[config.mk]
export PLATFORM = sky130hd
export DESIGN_NAME = seq_detect_sched_flat
export DESIGN_NICKNAME = d
export VERILOG_FILES = /design/src/rtl/seq_detect_sched_if.sv /design/src/rtl/seq_detect_sched.sv /design/src/flat_wrapper.sv
export SDC_FILE = /design/constraint.sdc
export NUM_CORES = 1
export LEC_CHECK = 0
export BUFFER_PORTS_ARGS = -buffer_cell sky130_fd_sc_hd__buf_2
export CAP_MARGIN = 20
export CORE_ASPECT_RATIO = 0.7
export CORE_MARGIN = 2
export CORE_UTILIZATION = 30
export CTS_CLUSTER_DIAMETER = 40
export DETAILED_ROUTE_END_ITERATION = 8
export GPL_ROUTABILITY_DRIVEN = 0
export PLACE_DENSITY = 0.53
export SLEW_MARGIN = 40
export SYNTH_ARGS = -nofsm -noshare
export SYNTH_HDL_FRONTEND = slang
export SYNTH_SLANG_ARGS = --single-unit
[constraint.sdc]
create_clock -name clk -period 3.6 [get_ports clk]
set_clock_uncertainty 0.05 [all_clocks]
set_input_delay 0.72 -clock clk [delete_from_list [all_inputs] [get_ports clk]]
set_output_delay 0.72 -clock clk [all_outputs]
set_load 0.01 [all_outputs]
[src/rtl/seq_detect_sched_if.sv]
// Word-in / result-out bundle of the sequence-detector scheduler.
// The master side supplies words and consumes results; the scheduler is the slave.
interface seq_detect_sched_if #(
  parameter int unsigned WIDTH = 8,
  parameter int unsigned CNT_W = 4,
  parameter int unsigned IDX_W = $clog2(WIDTH)
) ();
  logic [WIDTH-1:0] word_in;
  logic             word_valid;
  logic             word_ready;
  logic             match_valid;
  logic [CNT_W-1:0] match_count;
  logic             match_any;
  logic [IDX_W-1:0] first_idx;

  modport master (
    output word_in, word_valid,
    input  word_ready, match_valid, match_count, match_any, first_idx
  );

  modport slave (
    input  word_in, word_valid,
    output word_ready, match_valid, match_count, match_any, first_idx
  );
endinterface

[src/rtl/seq_detect_sched.sv]
// Serialises a parallel word MSB-first into an external 1010/0101 Mealy detector
// at a programmable bit rate, then reports match count and first-match index.
module seq_detect_sched #(
  parameter int unsigned WIDTH    = 8,
  parameter int unsigned TICK_DIV = 4,
  parameter int unsigned CNT_W    = 4,
  parameter int unsigned IDX_W    = $clog2(WIDTH)
) (
  input  logic               clk,
  input  logic               reset,
  seq_detect_sched_if.slave  bus,
  output logic               det_clr,
  output logic               bit_out,
  output logic               bit_en,
  input  logic               det_in
);

  localparam int unsigned TICK_W = (TICK_DIV > 1) ? $clog2(TICK_DIV) : 1;

  typedef enum logic [1:0] {
    ST_IDLE   = 2'd0,
    ST_LOAD   = 2'd1,
    ST_SHIFT  = 2'd2,
    ST_REPORT = 2'd3
  } state_t;

  state_t             state_q, state_n;
  logic [WIDTH-1:0]   shreg_q, shreg_n;
  logic [TICK_W-1:0]  tick_q,  tick_n;
  logic [IDX_W-1:0]   idx_q,   idx_n;
  logic [CNT_W-1:0]   count_q, count_n;
  logic               any_q,   any_n;
  logic [IDX_W-1:0]   first_q, first_n;
  logic               ready_q, valid_q;

  // Next-state and datapath update; bit_en (registered) marks the step cycle
  always_comb begin
    state_n = state_q;
    shreg_n = shreg_q;
    tick_n  = tick_q;
    idx_n   = idx_q;
    count_n = count_q;
    any_n   = any_q;
    first_n = first_q;
    unique case (state_q)
      ST_IDLE: begin
        if (bus.word_valid && ready_q) begin
          shreg_n = bus.word_in;
          count_n = '0;
          any_n   = 1'b0;
          first_n = '0;
          state_n = ST_LOAD;
        end
      end
      ST_LOAD: begin
        tick_n  = '0;
        idx_n   = '0;
        state_n = ST_SHIFT;
      end
      ST_SHIFT: begin
        if (bit_en) begin
          if (det_in) begin
            if (count_q != {CNT_W{1'b1}}) count_n = count_q + 1'b1;
            if (!any_q) begin
              first_n = idx_q;
              any_n   = 1'b1;
            end
          end
          shreg_n = {shreg_q[WIDTH-2:0], 1'b0};
          idx_n   = idx_q + 1'b1;
          tick_n  = '0;
          if (idx_q == IDX_W'(WIDTH - 1)) state_n = ST_REPORT;
        end else begin
          tick_n = tick_q + 1'b1;
        end
      end
      ST_REPORT: state_n = ST_IDLE;
      default:   state_n = ST_IDLE;
    endcase
  end

  // State, datapath and output registers; outputs are decoded from next state
  always_ff @(posedge clk) begin
    if (reset) begin
      state_q <= ST_IDLE;
      shreg_q <= '0;
      tick_q  <= '0;
      idx_q   <= '0;
      count_q <= '0;
      any_q   <= 1'b0;
      first_q <= '0;
      ready_q <= 1'b0;
      valid_q <= 1'b0;
      det_clr <= 1'b0;
      bit_out <= 1'b0;
      bit_en  <= 1'b0;
    end else begin
      state_q <= state_n;
      shreg_q <= shreg_n;
      tick_q  <= tick_n;
      idx_q   <= idx_n;
      count_q <= count_n;
      any_q   <= any_n;
      first_q <= first_n;
      ready_q <= (state_n == ST_IDLE);
      valid_q <= (state_n == ST_REPORT);
      det_clr <= (state_n == ST_LOAD);
      bit_out <= (state_n == ST_SHIFT) && shreg_n[WIDTH-1];
      bit_en  <= (state_n == ST_SHIFT) && (tick_n == TICK_W'(TICK_DIV - 1));
    end
  end

  assign bus.word_ready  = ready_q;
  assign bus.match_valid = valid_q;
  assign bus.match_count = count_q;
  assign bus.match_any   = any_q;
  assign bus.first_idx   = first_q;

endmodule

[src/flat_wrapper.sv]
// flat-port wrapper written by rule: the top's interface ports become plain ports
module seq_detect_sched_flat 
#(
  parameter int unsigned WIDTH    = 8,
  parameter int unsigned TICK_DIV = 4,
  parameter int unsigned CNT_W    = 4,
  parameter int unsigned IDX_W    = $clog2(WIDTH)
)
  (clk, reset, det_clr, bit_out, bit_en, det_in, bus_word_in, bus_word_valid, bus_word_ready, bus_match_valid, bus_match_count, bus_match_any, bus_first_idx);
  seq_detect_sched_if #(.WIDTH(WIDTH), .CNT_W(CNT_W), .IDX_W(IDX_W)) bus_i ();
  input  logic clk;
  input  logic reset;
  output logic det_clr;
  output logic bit_out;
  output logic bit_en;
  input  logic det_in;
  input wire logic [$bits(bus_i.word_in)-1:0] bus_word_in;
  input wire logic [$bits(bus_i.word_valid)-1:0] bus_word_valid;
  output wire logic [$bits(bus_i.word_ready)-1:0] bus_word_ready;
  output wire logic [$bits(bus_i.match_valid)-1:0] bus_match_valid;
  output wire logic [$bits(bus_i.match_count)-1:0] bus_match_count;
  output wire logic [$bits(bus_i.match_any)-1:0] bus_match_any;
  output wire logic [$bits(bus_i.first_idx)-1:0] bus_first_idx;
  assign bus_i.word_in = bus_word_in;
  assign bus_i.word_valid = bus_word_valid;
  assign bus_word_ready = bus_i.word_ready;
  assign bus_match_valid = bus_i.match_valid;
  assign bus_match_count = bus_i.match_count;
  assign bus_match_any = bus_i.match_any;
  assign bus_first_idx = bus_i.first_idx;
  seq_detect_sched #(.WIDTH(WIDTH), .TICK_DIV(TICK_DIV), .CNT_W(CNT_W), .IDX_W(IDX_W)) u_core (.clk(clk), .reset(reset), .bus(bus_i), .det_clr(det_clr), .bit_out(bit_out), .bit_en(bit_en), .det_in(det_in));
endmodule
* Yosys cells after proc, flatten, opt, wreduce, memory -nomap -nowiden
Index checks and enable logic that the tools add are counted.
** Storage, ports and cells
- Register bits :: 28
- Output and inout port bits :: 13
- Word-level logic and storage cells :: 67
- Bits of input ports :: 12
** Operators by class
- Eq/ne operators :: 14
- Mux-type cells :: 25
- $add $sub $neg :: 3
- Reductions and logical operators :: 12
** Operators with widths (count)
- 4-bit 2-to-1 mux :: 4
- 8-bit 2-to-1 mux :: 2
- 8-bit case mux with 2 select lines :: 1
- 3-bit 2-to-1 mux :: 5
- 3-bit case mux with 2 select lines :: 2
- 2-bit equality test (second input constant) :: 5
- 5-bit AND reduction :: 2
- 2-bit 2-to-1 mux :: 4
- 2-bit case mux with 4 select lines :: 1
- 4-bit case mux with 2 select lines :: 1
- 2-bit by 1-bit inequality test with 1-bit output (second input constant) :: 3
- 4-bit by 1-bit adder with 4-bit output (second input constant) :: 1
- 2-bit by 1-bit equality test with 1-bit output (second input constant) :: 2
- 2-bit zero test :: 2
- 2-bit inequality test (second input constant) :: 2
- 4-bit inequality test (second input constant) :: 1
- 2-bit case mux with 2 select lines :: 1
- 4-bit AND reduction :: 1
- 2-bit nonzero test :: 2
- 3-bit by 1-bit adder with 3-bit output (second input constant) :: 1
- 3-bit equality test (second input constant) :: 1
- 1-bit logical AND :: 3
- 1-bit 2-to-1 mux :: 3
- 3-bit AND reduction :: 1
- other kinds (3) :: 3

* Logic depth before layout (Yosys ltp)
- Word-level depth :: 6
- Depth in mapped cells :: 7
- Gate-level depth less buffers :: 6

* Least setup slack after synthesis
OpenSTA, ideal clock, no wires.
- Path kind :: reg2reg
- Start point :: register u_core.state_q[0]
- End point :: register u_core.bit_out
- Cell stages (with the launch flop) :: 7
- Arrival :: 1.682 ns
- Setup slack :: 1.737 ns
- Path buffers :: 0
- Setup time :: 0.131 ns
- Data required time :: 3.419 ns
- Period minus slack after synthesis :: 1.863 ns
- Cells stage by stage :: dfxtp_1 inv_1 ha_1 a21boi_4 or3_4 a222oi_1 nor3_1
** On the way
- Cells in the longest elaborated chain, start to end :: 5
- Elaborated cells on any way between the ends :: 11
- Classes of those cells :: 4 x eq/ne; 5 x mux; 2 x reduce/logical
** RTL lines
- from (decl) :: RTL line seq_detect_sched.sv:27 : state_t state_q, state_n;
- from (signal assigned) :: RTL line seq_detect_sched.sv:98 : state_q <= state_n;
- 2-bit 2-to-1 mux :: RTL line seq_detect_sched.sv:72 : if (idx_q == IDX_W'(WIDTH - 1)) state_n = ST_REPORT;
- 2-bit 2-to-1 mux :: RTL line seq_detect_sched.sv:61 : if (bit_en) begin
- 2-bit case mux with 4 select lines :: RTL line seq_detect_sched.sv:45 : unique case (state_q)
- 2-bit equality test :: RTL line seq_detect_sched.sv:108 : bit_out <= (state_n == ST_SHIFT) && shreg_n[WIDTH-1];
- 1-bit logical AND (*) :: RTL line seq_detect_sched.sv:108
- to (signal assigned) :: RTL line seq_detect_sched.sv:108
- to (decl) :: RTL line seq_detect_sched.sv:13 : output logic bit_out,
Mark *: on every way between the ends. The rest lies on a longest branch, timed or not.
A chain may end at the register's enable or synchronous reset.

* Worst setup path after layout
Ends and elaborated chain as after synthesis.

==> results.txt <==
----------------------------------------------------
[Outcome]
  Run status ... finished, final reports clean

[Final layout]
  Fill cell total of the finished layout ... 444
  Post-route non-filler standard cell count ... 215
  Layout cells sized above 1 ... 0.238
  Design Area, Final ... 1510 um^2
  # diodes ... 0
  FF/Latch Area ... 561 um^2
  Area of the multi-input gates ... 707 um^2
  Relative area change from synthesis to final layout ... 15.0%
  Most common cell after layout, fill and taps aside ... dfxtp_1
  Final nets ... 180
  Most used cells in the layout excluding fill and tap cells ... 28 x dfxtp_1, 24 x buf_2, 18 x nor2_1

[Die]
  Initial core utilization ... 0.307
  Rows ... 20
  Core ar. ... 4280 um^2
  I/O pin count ... 25
  Horizontal die dimension ... 83.1 um
  Area enclosed by the die boundary ... 4930 um^2
  Chip Height ... 59.3 um

[Worst setup path]
  Type of destination of the critical path ... register
  Highest fanout seen on the critical path ... 15
  Required time reported for the critical path endpoint ... 3.71 ns
  Launching element type of the critical path ... register
  R2R Path End ... u_core.bit_out
  Reg2Reg Depth ... 6
  Reg2reg start ... u_core.state_q[0]
  Reg2reg setup slack ... 1.31 ns
  Start point of the critical path ... u_core.state_q[0]
  Critical path start-end classification ... reg2reg
  CP Capture Point ... u_core.bit_out
  CP Data Arrival Time ... 2.40 ns

[Synthesis]
  Portion of the post-synthesis area used by sequential elements ... 0.427
  Number of enable-type register cells in the synthesized netlist ... 0
  Leading cell types by total area after synthesis ... dfxtp_1 43%, a221oi_2 5.7%, ha_1 5.7%
  Number of nets in the synthesized netlist ... 158
  Average instance area after synthesis ... 9.38 um^2
  Share of async-settable or async-resettable flops after synthesis ... 0
  Most area-hungry cell type in the Yosys netlist ... dfxtp_1
  Post-synthesis cell area ... 1310 um^2
  Predominant post-synthesis flop cell ... dfxtp_1
  Synthesized flop and latch total ... 28
  Distinct cell type count after synthesis ... 40
  Number of warning messages in the yosys log ... 0
  Post-Synthesis Cells ... 140
  Share of the synthesized area in the top cell type ... 0.427

[STA]
  Hold slack final ... 0.427 ns
  Final hold violations ... 0
  Final worst-path cycle share ... 0.637
  Remaining max-slew budget at the tightest pin ... 0.620
  Number of pins exceeding their max-slew limit in the final report ... 0
  Slew at the pin closest to its max-slew limit ... 0.569 ns
  Setup TNS ... 0 ns
  Unrepaired setup endpoints after global routing ... false
  Shortest period the worst path allows ... 2.29 ns
  Max Fclk ... 0.436 GHz
  Number of endpoints failing setup at the final stage ... 0

[Global routing]
  Global-route wire length before repair ... 4840 um
  Initial antenna violation count ... 0
  Met1 Use GR ... 0.173
  Total routing resource utilization after global routing ... 0.124
  Largest net degree at the start of global routing ... 26
  Grt met3 use ... 0.0432
  Number of global-route vias before repair ... 1000
  Met2 Track Usage GR ... 0.189
  Grt peak-use layer ... met2
  GRT Residual Overflow ... 0

[Detailed routing]
  Vias per std cell ... 5.06
  Average wire per standard cell ... 13.6 um
  Number of antenna-violating nets in the routed design ... 0
  DR DRC count ... 0
  Vias after detailed routing ... 1088
  Routed wire length ... 2930 um
  Iteration count of the initial detailed-routing pass ... 4
  Number of DRC markers after the initial detailed-route iteration ... 53

[Clocking]
  Clock tree from TritonCTS ... built
  Post-CTS Hold Buffers ... 0
  Clock network latency to the later pin of the worst-skew pair ... 0.27 ns
  Number of resized instances in the post-cts repair step ... 0
  CTS max path bufs ... 2
  # H-tree levels ... 1
  Post-CTS Setup Repair Bufs ... 0
  Inserted Clock Buffers ... 3
  Clock root cell ... clkbuf_8
  TritonCTS sink count ... 28
  CTS clk-pin slew, worst paths ... 0.09 ns

[Job]
  Max_cap viols ... 0

[Power]
  Maximum resistive drop on vdd ... 0.000192 V
  Power density over the cells ... 514 nW/um^2
  Cell leakage power ... 0.613 nW

[Placed design]
  Total placed instance area ... 1470 um^2
  Placed cell count ... 212
  Post-DP HPWL ... 2110 um
  Count of input and output buffers ... 24

[Min path]
  Type of the tightest min-delay check ... reg2reg

----------------------------------------------------
==> cell usage after synthesis (2+ instances only) <==
master	n
buf_2	3
and4b_1	2
nand3_1	5
a211oi_1	2
a31oi_1	2
a221oi_2	5
o21ai_0	2
nand2_1	6
and3_1	2
a21oi_1	10
nor3_1	12
nand2b_1	8
clkbuf_1	2
inv_1	3
ha_1	6
dfxtp_1	28
nor2_1	18
a22oi_1	2
==> per-stage QoR <==
step / worst slack [ns] / utilization / total power [mW]
3_3_place_gp: 1.45 / 0.343 / 0.605
2_1_floorplan: 1.74 / - / 0.559
5_1_grt: 1.19 / 0.353 / 0.822
3_5_place_dp: 1.36 / 0.343 / 0.611
4_1_cts: 1.33 / 0.353 / 0.782
6_report: 1.31 / 0.353 / 0.775
==> metal layers <==
| layer | part of all wire | vias to the layer above | wire length (um) |
|---|---|---|---|
| li1 | - | 545 | - |
| met2 | 0.41 | 33 | 1200 |
| met4 | 0.0072 | 0 | 21 |
| met1 | 0.52 | 506 | 1510 |
| met5 | 0 | - | 0 |
| met3 | 0.065 | 4 | 190 |
==> sequential cells by signal (all words and copies together) (netlist names) <==
signal                  count
u_core.bus.word_ready       1
u_core.idx_q                3
u_core.tick_q               2
u_core.state_q              2
u_core.bus.match_any        1
u_core.bus.match_valid      1
u_core.shreg_q              8
u_core.bit_en               1
u_core.det_clr              1
u_core.bus.match_count      4
u_core.bit_out              1
u_core.bus.first_idx        3
==> power by group <==
group / internal (mW) / switching, mW
logic: 0.0974 / 0.142
clock network: 0.0752 / 0.0945
registers: 0.343 / 0.0233
total: 0.515 / 0.260
==> cell type report <==
cell class	instances	share of cell area
clock buffers	3	0.0274
inverters	3	0.00746
multi-input cells	102	0.468
flip-flops and latches	28	0.371
well taps	55	0.0456
repair buffers	24	0.0796
==> worst min-delay path by stage <==
stage                                  from           endpoint  slack, ns  cells past startpoint
after global routing      u_core.shreg_q[0]  u_core.shreg_q[0]       0.44                      2
after CTS                 u_core.shreg_q[0]  u_core.shreg_q[0]       0.43                      2
after floorplan           u_core.shreg_q[0]  u_core.shreg_q[0]       0.39                      2
after global placement    u_core.shreg_q[0]  u_core.shreg_q[0]       0.41                      2
final                     u_core.shreg_q[0]  u_core.shreg_q[0]       0.43                      2
after detailed placement  u_core.shreg_q[0]  u_core.shreg_q[0]       0.41                      2
==> cell families after synthesis <==
kind of cell / after synthesis / synth area share
buffers and inverters: 10 / 0.0343
multiplexers: 1 / 0.00763
adder cells (fa/ha/maj): 6 / 0.0572
XOR/XNOR: 1 / 0.00667
AO/OA/AOI/OAI: 33 / 0.212
flip-flops: 28 / 0.427
AND/OR/NAND/NOR: 61 / 0.255
==> worst max-delay path, cell delays in order (launching register included) <==
cell and delay (ns):
dfxtp_1 0.36, inv_1 0.12, ha_1 0.46, nor2_1 0.20, or3_4 0.46, a222oi_1 0.44, nor3_1 0.09
Power figures use the tool's default switching activity.
